===== src/rtl/integration_pkg.sv =====
// Shared widths and FSM encoding for the quadratic trapezoid-integration sequencer.
package integration_pkg;
  localparam int DEF_DATA_W = 32;
  localparam int DEF_X_W    = 16;
  localparam int DEF_ACC_W  = 64;

  typedef enum logic [2:0] {
    IDLE,
    LOAD,
    MUL1,
    MUL2,
    ACC,
    DONE
  } state_t;
endpackage


===== src/rtl/integration_mul.sv =====
// Shared Horner multiplier: ACC_W operand times sign-extended x, truncated to ACC_W.
module integration_mul
  import integration_pkg::*;
#(
  parameter int ACC_W = DEF_ACC_W,
  parameter int X_W   = DEF_X_W
) (
  input  logic [ACC_W-1:0] op,
  input  logic [X_W-1:0]   x,
  output logic [ACC_W-1:0] prod
);
  logic [ACC_W-1:0] x_ext;

  // The low ACC_W bits of a product are the same for signed and unsigned operands.
  assign x_ext = ACC_W'($signed(x));
  assign prod  = op * x_ext;
endmodule


===== src/rtl/integration_sequencer.sv =====
// Evaluates a*x^2+b*x+c over integer x in [lo,hi] by Horner and accumulates 2*trapezoid area.
module integration_sequencer
  import integration_pkg::*;
#(
  parameter int DATA_W = DEF_DATA_W,
  parameter int X_W    = DEF_X_W,
  parameter int ACC_W  = DEF_ACC_W
) (
  input  logic              s00_axi_aclk,
  input  logic              s00_axi_aresetn,
  input  logic              start,
  input  logic              abort,
  input  logic [DATA_W-1:0] a,
  input  logic [DATA_W-1:0] b,
  input  logic [DATA_W-1:0] c,
  input  logic [X_W-1:0]    lo,
  input  logic [X_W-1:0]    hi,
  output logic              busy,
  output logic              done,
  output logic              err,
  output logic [ACC_W-1:0]  ans
);
  state_t                   state_reg;
  logic signed [DATA_W-1:0] a_reg;
  logic signed [DATA_W-1:0] b_reg;
  logic signed [DATA_W-1:0] c_reg;
  logic signed [X_W-1:0]    lo_reg;
  logic signed [X_W-1:0]    hi_reg;
  logic signed [X_W-1:0]    x_reg;
  logic [ACC_W-1:0]         t_reg;
  logic [ACC_W-1:0]         acc_reg;
  logic                     err_pend_reg;

  logic [ACC_W-1:0] mul_op;
  logic [ACC_W-1:0] mul_prod;
  logic [ACC_W-1:0] term;
  logic [ACC_W-1:0] weighted;
  logic             end_point;
  logic             running;

  assign mul_op    = (state_reg == MUL1) ? ACC_W'(a_reg) : t_reg + ACC_W'(b_reg);
  assign term      = t_reg + ACC_W'(c_reg);
  assign end_point = (x_reg == lo_reg) || (x_reg == hi_reg);
  // Interior samples are shared by two trapezoids, so they count twice.
  assign weighted  = end_point ? term : {term[ACC_W-2:0], 1'b0};
  assign running   = state_reg inside {LOAD, MUL1, MUL2, ACC};

  integration_mul #(
    .ACC_W(ACC_W),
    .X_W  (X_W)
  ) u_mul (
    .op  (mul_op),
    .x   (x_reg),
    .prod(mul_prod)
  );

  always_ff @(posedge s00_axi_aclk or negedge s00_axi_aresetn) begin
    if (!s00_axi_aresetn) begin
      state_reg    <= IDLE;
      a_reg        <= '0;
      b_reg        <= '0;
      c_reg        <= '0;
      lo_reg       <= '0;
      hi_reg       <= '0;
      x_reg        <= '0;
      t_reg        <= '0;
      acc_reg      <= '0;
      err_pend_reg <= 1'b0;
      busy         <= 1'b0;
      done         <= 1'b0;
      err          <= 1'b0;
      ans          <= '0;
    end else begin
      done <= 1'b0;
      if (abort && running) begin
        state_reg <= IDLE;
        busy      <= 1'b0;
      end else begin
        case (state_reg)
          IDLE: begin
            if (start) begin
              a_reg     <= a;
              b_reg     <= b;
              c_reg     <= c;
              lo_reg    <= lo;
              hi_reg    <= hi;
              state_reg <= LOAD;
            end
          end
          LOAD: begin
            busy    <= 1'b1;
            x_reg   <= lo_reg;
            acc_reg <= '0;
            if (hi_reg <= lo_reg) begin
              err_pend_reg <= (hi_reg < lo_reg);
              state_reg    <= DONE;
            end else begin
              err_pend_reg <= 1'b0;
              state_reg    <= MUL1;
            end
          end
          MUL1: begin
            t_reg     <= mul_prod;
            state_reg <= MUL2;
          end
          MUL2: begin
            t_reg     <= mul_prod;
            state_reg <= ACC;
          end
          ACC: begin
            acc_reg <= acc_reg + weighted;
            if (x_reg == hi_reg) begin
              state_reg <= DONE;
            end else begin
              x_reg     <= x_reg + X_W'(1);
              state_reg <= MUL1;
            end
          end
          DONE: begin
            busy      <= 1'b0;
            done      <= 1'b1;
            ans       <= acc_reg;
            err       <= err_pend_reg;
            state_reg <= IDLE;
          end
          default: state_reg <= IDLE;
        endcase
      end
    end
  end
endmodule


===== config.mk =====
export PLATFORM = sky130hd
export DESIGN_NAME = integration_sequencer
export DESIGN_NICKNAME = d
export VERILOG_FILES = /design/src/rtl/integration_pkg.sv /design/src/rtl/integration_mul.sv /design/src/rtl/integration_sequencer.sv
export SDC_FILE = /design/constraint.sdc
export NUM_CORES = 2
export LEC_CHECK = 0
export CORE_UTILIZATION = 65
export CTS_BUF_LIST = sky130_fd_sc_hd__clkbuf_16
export CTS_CLUSTER_DIAMETER = 60
export DETAILED_ROUTE_END_ITERATION = 6
export DONT_BUFFER_PORTS = 1
export HOLD_SLACK_MARGIN = 0.15
export PLACE_DENSITY = 0.81
export SYNTH_ARGS = -nofsm -noshare
export SYNTH_HDL_FRONTEND = slang
export SYNTH_HIERARCHICAL = 1
export SYNTH_SLANG_ARGS = --single-unit

===== constraint.sdc =====
create_clock -name s00_axi_aclk -period 21.4 [get_ports s00_axi_aclk]
set_input_delay 1.07 -clock s00_axi_aclk [delete_from_list [all_inputs] [get_ports s00_axi_aclk]]
set_output_delay 1.07 -clock s00_axi_aclk [all_outputs]
set_load 0.05 [all_outputs]

=== After elaboration in Yosys (flattened, before gate mapping) ===
Index checks and enable logic that the tools add are counted.

* Bits in registers: 343
* Latch bits: 0
* RAM bits: 0
* Memory bits (read-only): 0
* Bits of input ports: 132
* Output and inout port bits: 67
* Word-level logic and storage cells: 59
* Memories kept: 0

* Add/subtract/negate cells: 4
* Multiply operators: 1
* Div/mod/pow operators: 0
* Order comparisons: 2
* Eq/ne operators: 9
* Shift operators: 0
* Multiplexer cells: 15
* Bitwise gates (word level): 1
* Reduce and logical (&&, ||, !) cells: 13

{| class="wikitable"
|+ Operators with widths
! cell !! number
|-
| adder 64 bit || 3
|-
| two-way mux 64 bit || 2
|-
| case mux 64 bit (2 select lines) || 1
|-
| multiplier 64 x 16 -> 64 bit || 1
|-
| == test 16 bit || 2
|-
| case mux 16 bit (2 select lines) || 1
|-
| adder 16 x 2 -> 16 bit, second input constant || 1
|-
| <= comparator 16 bit || 1
|-
| < comparator 16 bit || 1
|-
| two-way mux 16 bit || 1
|-
| case mux 3 bit (5 select lines) || 1
|-
| two-way mux 3 bit || 4
|-
| AND reduction 2 bit || 4
|-
| == test 3 x 2 -> 1 bit, second input constant || 2
|-
| == test 3 bit, second input constant || 2
|-
| AND reduction 3 bit || 2
|-
| two-way mux 1 bit || 4
|-
| nonzero test 4 bit || 1
|-
| == test 3 x 1 -> 1 bit, second input constant || 1
|-
| logical NOT 3 bit || 1
|-
| inequality test 3 bit, second input constant || 1
|-
| nonzero test 3 bit || 1
|-
| inequality test 2 bit, second input constant || 1
|-
| case mux 1 bit (2 select lines) || 1
|-
| other kinds (5) || 5
|}

=== Depth between registers and ports, before layout ===
* Word-level depth: 5
* Gate-level depth with buffers: 41
* Gate-level depth less buffers: 39

=== By module ===
The synthesis kept the hierarchy.

{| class="wikitable"
|+ By module, submodules not included
! module !! instances !! cells an instance !! area an instance (sq um) !! sequential area each (sq um)
|-
| integration_mul || 1 || 3,311 || 27,860.5 || 0.0
|-
| integration_sequencer || 1 || 2,950 || 26,053.7 || 8,583.2
|}

=== Worst setup path before layout ===
No wires, ideal clock.

* Path type: reg-to-reg
* Start point: register t_reg[0]
* End point: register t_reg[63]
* Library setup time: 0.125 ns
* Arrival time: 9.243 ns
* Required time: 21.275 ns
* Slack: 12.033 ns
* Stages on the path, launching flop included: 42
* Buffers on the path: 2
* Clock period less this slack: 9.367 ns
* Path through: dfrtp_1 ha_1 inv_1 fa_1 nand2b_1 a21oi_1 o21ai_0 a21oi_1 o211ai_1 o31a_1 o31ai_2 nand3_1 o21ai_0 a21oi_1 xor2_1 o21ai_0 clkbuf_1 nand2_1 [6 not listed] fa_1 fa_1 inv_1 fa_1 inv_1 ha_1 and2_1 clkbuf_1 nand4_1 clkinv_1 a221oi_1 nor3_1 a41oi_4 o21ai_2 a221o_1 a21oi_2 xnor2_1 mux2_2

* Cells in the longest elaborated chain, start to end: 3

{| class="wikitable"
|+ RTL lines
! what !! RTL line !! source
|-
| start: declaration || integration_sequencer.sv:30 || <nowiki>logic [ACC_W-1:0] t_reg;</nowiki>
|-
| start signal: assignment || integration_sequencer.sv:103 || <nowiki>t_reg <= mul_prod;</nowiki>
|-
| start signal: assignment || integration_sequencer.sv:107 || <nowiki>t_reg <= mul_prod;</nowiki>
|-
| adder 64 bit || integration_sequencer.sv:41 || <nowiki>assign mul_op = (state_reg == MUL1) ? ACC_W'(a_reg) : t_reg + ACC_W'(b_reg);</nowiki>
|-
| two-way mux 64 bit || integration_sequencer.sv:41 ||
|-
| net mul_op[40] || integration_sequencer.sv:34 || <nowiki>logic [ACC_W-1:0] mul_op;</nowiki>
|-
| multiplier 64 x 16 -> 64 bit || integration_mul.sv:16 || <nowiki>assign prod = op * x_ext;</nowiki>
|-
| net mul_prod[63] || integration_sequencer.sv:35 || <nowiki>logic [ACC_W-1:0] mul_prod;</nowiki>
|}

The timed path passes the listed nets, and every way through them passes these cells.
A chain may end at the register's enable or synchronous reset.

=== Final worst setup path ===
Ends and elaborated chain as after synthesis.

==> flow_summary.yaml <==
worst_setup_path:
  critPathCaptureType: "flip-flop"
  start_kind: "flip-flop"
  cp.required_ns: 21.90
  path_class: "reg -> reg"
  critPathArrivalTime_ns: 11.38
  cp_common_cell: "fa_1"
  cp_max_fo: 16
  cpPeakStageDelay_ns: 0.79
  worst_path_max_delay_cell: "a21oi_2"
timing:
  setup_viol: 0
  skew_ns: 0.0466
  slew_violations: 0
  worst_slew_pin_slew_ns: 1.20
  grt_setup_unrepaired: "false"
  setup_tns_ns: 0
  max_slew_margin: 0.200
  max_freq_mhz: 92.0
  period_minus_slack_ns: 10.87
  hold_viol: 0
  post-route-period-util: 0.508
final_layout:
  nNetsFinal: 7312
  layout_common_cells: "1043 x nand2_1, 999 x inv_1, 755 x fa_1"
  areaGrowthSynthToFinish_pct: 4.66
  layout-drive-gt1-share: 0.0750
  layout_commonest_cell: "nand2_1"
drt:
  route.detailed.wl_per_inst_um: 21.2
  firstDrtPassIters: 7
  routed_wl_um: 153000
  drtAntennaViolNets: 0
  drcViolationCount: 1
  drtIter0Drc: 3747
  vias: 43900
  via_per_inst: 6.11
floorplanning:
  die_w_um: 290
  initial_core_util: 0.657
  io_pins: 199
  fp-row-count: 105
  die-area_um2: 84100
  fp.coreArea_um2: 82100
  fp.dieH_um: 290
global_routing:
  grt_pass1_wl_um: 245000
  antenna_found_initial: 46
  grt_max_degree: 193
  grt_overflow: 0
  grt.total_usage: 0.369
  grt_pass1_vias: 44800
yosys:
  syn_area_um2: 53900
  async_flop_share: 1.00
  ys.warnings.count: 6
  synth_edf_count: 0
  syn-num-nets: 7519
  avgSynthCellArea_um2: 8.61
  ys_seq_elements: 343
  ys.flop_type: "dfrtp_1"
  synth_cell_types: 97
  netlist_instances: 6261
  ys_seq_area_frac: 0.159
clock_network:
  cts_tree: "done"
  root_buffer: "clkbuf_16"
  cts.htree.levels: 2
  cts_setup_buffers: 0
  ctsLongestPathBuffers: 3
  worst_skew_pair.late_latency_ns: 0.63
  cts.sinks: 343
  numCtsBuffers: 48
  path_clk_slew_ns: 0.06
job:
  cap_viol_max_count: 0
placed_design:
  globalplace.congestion: 0.983
  portBuffers: 0
  hpwlAfterDp_um: 114000
run_status:
  status: "finished, violations left"
  violations: "design-rule violations"
min_path:
  hp-class: "in -> async"
==> routing by layer <==
metal / up-vias / part of all wire / track usage
met5: - / 0.0019 / 0
met4: 40 / 0.037 / 0.130
met3: 426 / 0.11 / 0.100
met2: 2253 / 0.43 / 0.556
met1: 21600 / 0.41 / 0.514
li1: 19600 / - / -
==> metrics by stage <==
stage,utilization,instance area [um^2],instances,hold slack [ns],worst slack [ns]
after CTS,0.687,56400,7163,0.157,10.72
after floorplan,-,53900,6261,0.435,12.03
after detailed placement,0.666,54700,7071,0.464,10.75
after global placement,0.666,54700,7071,0.451,11.03
after global routing,0.687,56400,7183,0.173,9.86
final,0.687,56400,7184,0.188,10.53
==> worst max-delay path, delay by kind of cell (launching register included) <==
kind / cells / cell delay [ns]
XOR/XNOR: 2 / 0.28
adder cells (fa/ha/maj): 9 / 3.99
multiplexers: 1 / 0.26
AND/OR/NAND/NOR: 5 / 0.92
AO/OA/AOI/OAI: 15 / 4.59
flip-flops: 1 / 0.39
buffers and inverters: 6 / 0.35
==> kinds of logic (layout without fill, tap and decap cells) <==
logic type,count (synthesis),after routing,synth area share
compound gates,1054,1054,0.126
xor+xnor,299,299,0.0486
mux,231,231,0.0481
flops,343,343,0.159
other cells,0,21,0
simple gates,1887,1887,0.159
buf+inv,1321,1153,0.0922
fa+ha+maj,1126,1126,0.366
==> cell type report <==
class / instances / area, um^2
timing repair buffer: 68 / 546
inverter: 996 / 3740
multi-input combinational: 4597 / 40500
clock buffer: 48 / 1200
sequential: 343 / 8620
antenna: 21 / 52.6
fill: 6426 / 25700
clock inverter: 41 / 459
tap: 1070 / 1340
==> cells in the mapped netlist (6+ instances only) <==
cell,count,area share
a41oi_1,12,0.0019
a21oi_2,7,0.0011
buf_2,9,0.00084
a211oi_1,18,0.0025
a211o_1,11,0.0018
o211ai_1,16,0.0022
nor3_1,30,0.0028
a21oi_1,314,0.029
xnor2_1,179,0.029
a21o_1,173,0.024
nand2b_1,33,0.0038
nand3b_1,6,0.00084
and3_1,31,0.0036
a221o_1,6,0.0011
nand3_1,72,0.0067
o21bai_1,52,0.0072
ha_1,371,0.086
inv_1,993,0.069
a311oi_1,7,0.0011
xor2_1,120,0.019
buf_1,6,0.00042
a221oi_1,8,0.0013
a31oi_1,29,0.0034
o21ai_0,229,0.021
nor2b_1,28,0.0032
a21boi_0,7,0.00097
o21a_1,25,0.0035
a31o_2,7,0.0011
nor3b_1,7,0.00097
and4_1,6,0.00097
o22ai_1,7,0.00081
or3_1,9,0.0010
nor2_1,223,0.016
nor4_1,16,0.0019
nand4_1,58,0.0067
o21ai_1,31,0.0029
o31ai_1,10,0.0014
clkbuf_1,310,0.022
and2_1,306,0.036
dfrtp_1,343,0.16
nand2_1,1043,0.073
fa_1,755,0.28
mux2_2,226,0.047
==> worst paths after layout <==
path	start	to	slack [ns]	depth (start not counted)
min in group s00_axi_aclk	err_pend_reg$_DFFE_PN0P_	err$_DFFE_PN0P_	0.47	2
max reg2reg	t_reg[0]$_DFFE_PN0P_	t_reg[63]$_DFFE_PN0P_	10.53	38
max in group asynchronous	s00_axi_aresetn	c_reg[20]$_DFFE_PN0P_	20.04	1
max	t_reg[0]$_DFFE_PN0P_	t_reg[63]$_DFFE_PN0P_	10.53	38
min reg2reg	err_pend_reg$_DFFE_PN0P_	err$_DFFE_PN0P_	0.47	2
min	s00_axi_aresetn	hi_reg[3]$_DFFE_PN0P_	0.19	0
==> what timing repair did <==
item                      4_1_cts  5_1_grt
hold buffers                    3        0
hold endpoints to repair      192        0
resized for setup               0        0
Power is left out: the tool's default activity adds up to more than one toggle a clock period on the data nets, which glitch-free logic cannot reach.
